## src/rtl/regfile_bram_mt.sv

```systemverilog
// Multi-thread register file in block RAM with write-first bypass, hardware
// zero-initialisation after reset and a per-thread clear command.
`timescale 1ns/1ps
module regfile_bram_mt #(
  parameter int unsigned WIDTH     = 16,
  parameter int unsigned N_THREADS = 4,
  parameter int unsigned N_REGS    = 16,
  parameter int unsigned N_SRC     = 3,
  localparam int unsigned TH_W     = (N_THREADS > 1) ? $clog2(N_THREADS) : 1,
  localparam int unsigned RA_W     = $clog2(N_REGS),
  localparam int unsigned TH_MSB   = TH_W - 1,
  localparam int unsigned RA_MSB   = RA_W - 1,
  localparam int unsigned SEL_W    = (N_SRC > 0) ? $clog2(N_SRC + 1) : 1
) (
  input  logic                   CLK,
  input  logic                   rst_n,
  input  logic [WIDTH-1:0]       mem_din,
  input  logic [N_SRC*WIDTH-1:0] din_flat,
  input  logic [SEL_W-1:0]       din_select,
  input  logic                   mem_wr_en,
  input  logic                   wr_en,
  input  logic [TH_MSB:0]        wr_thread_num,
  input  logic [RA_MSB:0]        wr_addr,
  input  logic [TH_MSB:0]        rd_thread_num,
  input  logic [RA_MSB:0]        rd_addr,
  input  logic                   rd_en0,
  input  logic                   rd_en1,
  input  logic                   clr_en,
  input  logic [TH_MSB:0]        clr_thread_num,
  output logic [WIDTH-1:0]       dout,
  output logic                   ready,
  output logic                   wr_drop
);

  localparam int unsigned DEPTH = N_THREADS * N_REGS;
  localparam int unsigned AW    = TH_W + RA_W;

  typedef enum logic [1:0] {StInit, StIdle, StClear} state_e;

  state_e          state_q, state_d;
  logic [AW-1:0]   cnt_q, cnt_d;
  logic [TH_MSB:0] clr_thr_q, clr_thr_d;
  logic            ready_q, ready_d;
  logic            wr_drop_q, wr_drop_d;
  logic [WIDTH-1:0] rd0_q, rd0_d;
  logic [WIDTH-1:0] dout_q, dout_d;

  // Storage; no output register and no reset so it maps onto a plain BRAM.
  (* ram_style = "block" *) logic [WIDTH-1:0] mem [DEPTH];

  logic             wr_req;
  logic             we;
  logic [AW-1:0]    waddr;
  logic [WIDTH-1:0] wdata;
  logic [WIDTH-1:0] wr_data_sel;
  logic [AW-1:0]    raddr;

  assign wr_req = mem_wr_en | wr_en;
  assign raddr  = {rd_thread_num, rd_addr};

  // Write-data source mux; out-of-range selects fall back to mem_din.
  always_comb begin
    wr_data_sel = mem_din;
    for (int unsigned k = 1; k <= N_SRC; k++) begin
      if (din_select == SEL_W'(k)) wr_data_sel = din_flat[k*WIDTH-1 -: WIDTH];
    end
  end

  // FSM next state and the single RAM write port arbitration.
  always_comb begin
    state_d   = state_q;
    cnt_d     = cnt_q;
    clr_thr_d = clr_thr_q;
    wr_drop_d = wr_drop_q;
    we        = 1'b0;
    waddr     = '0;
    wdata     = '0;
    unique case (state_q)
      StInit: begin
        we    = 1'b1;
        waddr = cnt_q;
        cnt_d = cnt_q + AW'(1);
        if (cnt_q == AW'(DEPTH - 1)) begin
          state_d = StIdle;
          cnt_d   = '0;
        end
      end
      StClear: begin
        we    = 1'b1;
        waddr = {clr_thr_q, cnt_q[RA_MSB:0]};
        cnt_d = cnt_q + AW'(1);
        if (cnt_q[RA_MSB:0] == RA_W'(N_REGS - 1)) begin
          state_d = StIdle;
          cnt_d   = '0;
        end
      end
      StIdle: begin
        if (wr_req) begin
          we    = 1'b1;
          waddr = {wr_thread_num, wr_addr};
          wdata = wr_data_sel;
        end
        if (clr_en) begin
          clr_thr_d = clr_thread_num;
          cnt_d     = '0;
          state_d   = StClear;
        end
      end
      default: begin
        state_d = StInit;
        cnt_d   = '0;
      end
    endcase
    if (wr_req && !ready_q) wr_drop_d = 1'b1;
    // Nothing is written while reset is held; INIT starts once it releases.
    if (!rst_n) we = 1'b0;
  end

  assign ready_d = (state_d == StIdle);

  // FSM state and registered status outputs.
  always_ff @(posedge CLK) begin
    if (!rst_n) begin
      state_q   <= StInit;
      cnt_q     <= '0;
      clr_thr_q <= '0;
      ready_q   <= 1'b0;
      wr_drop_q <= 1'b0;
    end else begin
      state_q   <= state_d;
      cnt_q     <= cnt_d;
      clr_thr_q <= clr_thr_d;
      ready_q   <= ready_d;
      wr_drop_q <= wr_drop_d;
    end
  end

  // RAM write port.
  always_ff @(posedge CLK) begin
    if (we) mem[waddr] <= wdata;
  end

  // Read pipeline next values; stage 0 is write-first on an address match.
  always_comb begin
    rd0_d = rd0_q;
    if (rd_en0) rd0_d = (we && (waddr == raddr)) ? wdata : mem[raddr];
    dout_d = rd_en1 ? rd0_q : dout_q;
  end

  // Read stage 0 and explicit output register.
  always_ff @(posedge CLK) begin
    if (!rst_n) begin
      rd0_q  <= '0;
      dout_q <= '0;
    end else begin
      rd0_q  <= rd0_d;
      dout_q <= dout_d;
    end
  end

  assign dout    = dout_q;
  assign ready   = ready_q;
  assign wr_drop = wr_drop_q;

endmodule

```

## config.mk

```make
export PLATFORM = sky130hd
export DESIGN_NAME = regfile_bram_mt
export DESIGN_NICKNAME = d
export VERILOG_FILES = /design/src/rtl/regfile_bram_mt.sv
export SDC_FILE = /design/constraint.sdc
export NUM_CORES = 1
export LEC_CHECK = 0
export CORE_UTILIZATION = 55
export CTS_CLUSTER_SIZE = 25
export DETAILED_ROUTE_END_ITERATION = 8
export PLACE_DENSITY = 0.72
export SYNTH_ARGS = -nofsm -noshare
export SYNTH_HDL_FRONTEND = slang
export SYNTH_SLANG_ARGS = --single-unit
```

## constraint.sdc

```tcl
create_clock -name CLK -period 6.5 [get_ports CLK]
set_input_delay 1.3 -clock CLK [delete_from_list [all_inputs] [get_ports CLK]]
set_output_delay 1.3 -clock CLK [all_outputs]
set_load 0.02 [all_outputs]
```

==> results of run 1 <==
==> worst paths after layout <==
| kind | from | to | slack, ns | cells past startpoint |
|---|---|---|---|---|
| worst max-delay path | mem_wr_en | mem[15][7]$_DFFE_PP_ | 2.63 | 5 |
| worst min-delay path | wr_drop$_SDFFE_PN0P_ | wr_drop$_SDFFE_PN0P_ | 0.46 | 1 |
| worst max register to register | state_q[0]$_SDFF_PN0_ | mem[15][7]$_DFFE_PP_ | 3.10 | 4 |
| worst min register to register | wr_drop$_SDFFE_PN0P_ | wr_drop$_SDFFE_PN0P_ | 0.46 | 1 |
==> state kept, by name (all words and copies together) (netlist names) <==
name       cells
wr_drop        1
ready          1
cnt_q          6
dout          16
clr_thr_q      2
mem         1024
rd0_q         16
state_q        2
==> per-layer routing <==
metal	part of all wire	track usage	up-vias
li1	-	-	8742
met1	0.38	0.367	11100
met2	0.48	0.420	1214
met3	0.10	0.0486	163
met4	0.032	0.0906	0
met5	0	0	-
==> Yosys cell counts (2+ instances only) <==
| library cell | instances |
|---|---|
| or3_1 | 2 |
| a22oi_1 | 31 |
| o211ai_1 | 21 |
| and3_1 | 4 |
| a31oi_1 | 5 |
| nor2b_1 | 24 |
| a221oi_1 | 32 |
| nand2b_1 | 17 |
| a221o_1 | 4 |
| nand2_1 | 59 |
| edfxtp_1 | 1024 |
| nand3_1 | 8 |
| a32oi_2 | 2 |
| xnor2_1 | 3 |
| mux4_2 | 256 |
| a21boi_0 | 4 |
| o21a_1 | 3 |
| buf_6 | 9 |
| nor3_1 | 4 |
| buf_1 | 4 |
| buf_4 | 38 |
| and2_1 | 4 |
| ha_1 | 2 |
| mux2_2 | 31 |
| a21oi_1 | 20 |
| buf_2 | 18 |
| o21ai_0 | 45 |
| inv_1 | 19 |
| mux2i_1 | 112 |
| a221oi_2 | 10 |
| clkbuf_1 | 46 |
| nor2_1 | 80 |
| dfxtp_1 | 44 |
| a32oi_1 | 3 |
| o2bb2ai_2 | 2 |
| xor2_1 | 3 |
| a22o_1 | 4 |
==> cell families (layout without fill, tap and decap cells) <==
kind of cell | after synthesis | count (layout) | synth area share
flip-flops | 1068 | 1068 | 0.751
multiplexers | 401 | 401 | 0.172
AND/OR/NAND/NOR | 208 | 208 | 0.0227
AO/OA/AOI/OAI | 193 | 193 | 0.0349
buffers and inverters | 135 | 402 | 0.0175
XOR/XNOR | 6 | 6 | 0.00125
adder cells (fa/ha/maj) | 2 | 2 | 0.000594
==> power by group through the flow <==
stage | clock network, W | registers (W) | logic [W]
2_1_floorplan | 0 | 0.00762 | 0.000425
3_3_place_gp | 0 | 0.00762 | 0.000672
3_5_place_dp | 0 | 0.00762 | 0.000674
4_1_cts | 0.00574 | 0.00747 | 0.000678
5_1_grt | 0.00600 | 0.00747 | 0.000709
6_report | 0.00569 | 0.00747 | 0.000678
==> cell type report <==
class,count,area (sq um)
fill,4999,28100
clock inverter,66,542
tap,978,1220
clock buffer,120,2650
sequential,1068,31600
inverter,20,77.6
multi-input combinational,810,9790
timing repair buffer,196,1830
==> stage by stage <==
stage               total power (W)  std cells   util  worst slack, ns  hold slack (ns)
floorplan                   0.00805       2013      -             3.08            0.441
global placement            0.00829       3072  0.588             1.96            0.456
detailed placement          0.00829       3072  0.588             1.95            0.454
CTS                          0.0139       3258  0.630             2.62            0.468
global route                 0.0142       3258  0.630             2.46            0.491
finish                       0.0138       3258  0.630             2.63            0.464
==> metrics.csv, run 1 <==
metric,value,unit
status,"complete, no violations",
vdd_drop_max,0.000206,V
dieArea,77700,sq um
drive_gt1_frac,0.249,
postCtsSetupBuffers,0,
wl_per_cell,30.8,um
ys_ff_latch,1068,
ctsHtreeMaxLevel,3,
hold_viol,0,
numCtsBuffers,100,
synthesis.area,42100,sq um
required,6.75,ns
critical_path.top_delay_family,buffers and inverters,
async_flop_share,0,
core_area,75800,sq um
synth_seq_area_share,0.751,
clockRootBuffer,clkbuf_16,
ys.flop_type,edfxtp_1,
worst_clock_skew,0.0245,ns
layout_commonest_cell,edfxtp_1,
setup_viol,0,
switching_share,0.206,
placed_cell_area,44500,sq um
fmaxAchievable,0.259,GHz
layout_common_cells,"edfxtp_1, mux4_2, mux2i_1",
ctsResizeCount,0,
synth_top_cells_by_area,"edfxtp_1, mux4_2, mux2i_1",
seq_power_share,0.540,
grt_max_degree,77,
maxCapViolCount,0,
yosysTopAreaCell,edfxtp_1,
crit_fanout,64,
synth_cell_types,53,
fp-row-count,101,
leakagePower,16.0,nW
worst_path_max_delay_cell,inv_2,
die_h,279,um
path_class,in -> reg,
drv_slew,0,
antenna_cells,0,
cts_tree,yes,
synth.avg_cell_area,20.9,sq um
grt_first_pass_wirelength,146000,um
crit_arrival,4.12,ns
netlist.area_leader.share,0.730,
post-dp-hpwl,58200,um
yosys_warnings,0,
io_buffers,104,
drtIter0Drc,2447,
clockBufferDepth,3,
worst_pin_slew,1.35,ns
vias,21200,
p_comb_frac,0.049,
io_pins,105,
area_growth,13.3,%
switching_power,0.00285,W
critPathBufInv,2,
start_kind,primary input,
gp_routability_congestion,0.877,
wl,100000,um
hold_buffers,0,
cp-end-kind,flop,
clkLatencyLatePin,0.66,ns
cpMostUsedCell,nor2_1,
grt_pass1_vias,21300,
grt_overflow,0,
drc_errors,0,
track_usage,0.262,
worst_hold_path_type,reg -> reg,
final.setup.tns,0,ns
via_per_inst,6.52,
pwr-share-clk,0.411,
fin_crit_sh,0.595,
crit_path_cell_trace,clkdlybuf4s50_1 -> nor2_1 -> nor2_1 -> nand2b_1 -> inv_2,
path_clk_slew,0.06,ns
antenna_found_initial,0,
max_stage_delay,1.02,ns
rsz0062_at_grt,false,
cts.sinks,1068,
fin_area,47700,sq um
start_util,0.556,
antenna_left,0,
period_minus_slack,3.87,ns
power_density,290,nW/um^2
relSlewSlack,0.101,
synth_edf_count,1024,
cellInternalPower,0.0110,W
final_nets,2285,
die_width,279,um
drt_pass1_iterations,5,
synth_nets,2102,
synth_cells,2013,
(Power assumes the default switching activity.)
==> run 2, diff against run 1 <==
Clock period 6.5 ns to 3.95 ns, I/O delays scaled along.
==> metrics.csv, run 2 (synthesized netlist as in run 1, its figures left out) <==
metric,value,unit,change
vias,21500,,+1.1%
path_clk_slew,0.06,ns,about the same
drt_pass1_iterations,6,,+1
numCtsBuffers,99,,-1.0%
dieArea,77700,sq um,unchanged
hold_viol,0,,unchanged
worst_pin_slew,1.16,ns,-0.188 ns
required,4.29,ns,-2.46 ns
critPathBufInv,2,,unchanged
crit_fanout,16,,-75%
antenna_left,0,,unchanged
worst_hold_path_type,reg -> reg,,
drive_gt1_frac,0.270,,+0.0208
fin_crit_sh,0.770,,
grt_max_degree,65,,-16%
gp_routability_congestion,0.880,,+0.36%
track_usage,0.265,,+0.00272
nFillCells,4952,,-0.94%
wl_per_cell,30.5,um,-0.72%
crit_arrival,3.38,ns,-0.74 ns
setup_viol,0,,unchanged
antenna_cells,0,,unchanged
leakagePower,15.5,nW,-2.9%
max_stage_delay,0.62,ns,-0.40 ns
drtIter0Drc,2893,,+18%
clockRootBuffer,clkbuf_16,,
start_util,0.556,,unchanged
fmaxAchievable,0.329,GHz,
antenna_found_initial,1,,+1
fp-row-count,101,,unchanged
clockBufferDepth,3,,unchanged
core_area,75800,sq um,unchanged
final.setup.tns,0,ns,unchanged
rsz0062_at_grt,false,,
fin_ws,0.908,ns,-1.72 ns
layout_common_cells,"edfxtp_1, mux4_2, buf_4",,
start_kind,flop,,
post-dp-hpwl,63200,um,+8.6%
crit_path_cell_trace,inv_1 -> o2bb2ai_1 -> nor2_1 -> nand2_1 -> nor2_1 -> buf_4,,
regArea,31600,sq um,unchanged
layout_commonest_cell,edfxtp_1,,
period_minus_slack,3.04,ns,
multi_input_area,9780,sq um,about the same
via_per_inst,6.46,,-0.91%
io_buffers,104,,unchanged
path_class,reg -> reg,,
top_register,mem,,
critical_path.top_delay_family,simple AND/OR/NAND/NOR gates,,
ctsHtreeMaxLevel,3,,unchanged
ctsResizeCount,0,,unchanged
largest_reg_flops,1024,,unchanged
status,"complete, no violations",,
final_nets,2352,,+2.9%
hold_buffers,0,,unchanged
worst_path_max_delay_cell,dfxtp_1,,
pre_cts_ws,0.220,ns,-1.73 ns
maxCapViolCount,0,,unchanged
grt_pass1_vias,21400,,+0.43%
relSlewSlack,0.223,,+0.122
area_growth,15.1,%,
drv_slew,0,,unchanged
die_width,279,um,unchanged
power_density,473,nW/um^2,+63%
grt_first_pass_wirelength,147000,um,+0.68%
vdd_drop_max,0.000376,V,+83%
cp-end-kind,flop,,
grt_overflow,0,,unchanged
cts.sinks,1068,,unchanged
worst_clock_skew,0.0307,ns,+0.00625 ns
drc_errors,0,,unchanged
cts_tree,yes,,
clkLatencyLatePin,0.68,ns,+0.02 ns
wl,102000,um,+1.3%
die_h,279,um,unchanged
io_pins,105,,unchanged
cpMostUsedCell,nor2_1,,
postCtsSetupBuffers,0,,unchanged
==> run 2: worst paths after layout <==
| path | start | endpoint | slack (ns) | cells past startpoint |
|---|---|---|---|---|
| hold / removal | wr_drop$_SDFFE_PN0P_ | wr_drop$_SDFFE_PN0P_ | 0.47 | 1 |
| setup reg to reg | state_q[0]$_SDFF_PN0_ | mem[46][3]$_DFFE_PP_ | 0.91 | 6 |
| hold reg to reg | wr_drop$_SDFFE_PN0P_ | wr_drop$_SDFFE_PN0P_ | 0.47 | 1 |
| setup / recovery | state_q[0]$_SDFF_PN0_ | mem[46][3]$_DFFE_PP_ | 0.91 | 6 |
==> run 2: worst reg2reg max path: stages (launching register included) <==
cell and delay (ns):
dfxtp_1 0.62, inv_1 0.35, o2bb2ai_1 0.27, nor2_1 0.27, nand2_1 0.56, nor2_1 0.31, buf_4 0.32
==> run 2: area by class of cell <==
class / count / area share
inverters: 20 / 0.00160
flip-flops and latches: 1068 / 0.652
multi-input cells: 810 / 0.202
repair buffers: 264 / 0.0529
clock buffers: 121 / 0.0545
clock inverters: 62 / 0.0119
well taps: 978 / 0.0252
==> run 2: power breakdown <==
part / leakage (nW) / internal, W / total (W) / switching [W]
Sequential: 9.45 / 0.0123 / 0.0123 / 0.0000270
Clock: 1.57 / 0.00542 / 0.00945 / 0.00403
Combinational: 4.52 / 0.000545 / 0.00118 / 0.000634
Total: 15.5 / 0.0182 / 0.0229 / 0.00470
==> run 2: per-stage QoR <==
step | hold slack (ns) | cell area (sq um) | std cells | utilization | total power [W]
floorplan | 0.441 | 42100 | 2013 | - | 0.0132
global placement | 0.454 | 45300 | 3140 | 0.597 | 0.0137
detailed placement | 0.457 | 45300 | 3140 | 0.597 | 0.0137
CTS | 0.472 | 48500 | 3323 | 0.640 | 0.0230
global route | 0.509 | 48500 | 3323 | 0.640 | 0.0235
finish | 0.465 | 48500 | 3323 | 0.640 | 0.0229
==> run 2: routing by layer <==
layer  global-route usage  part of all wire
met4               0.0948             0.036
met2                0.407              0.47
met1                0.382              0.39
met5                    0                 0
met3               0.0542              0.11
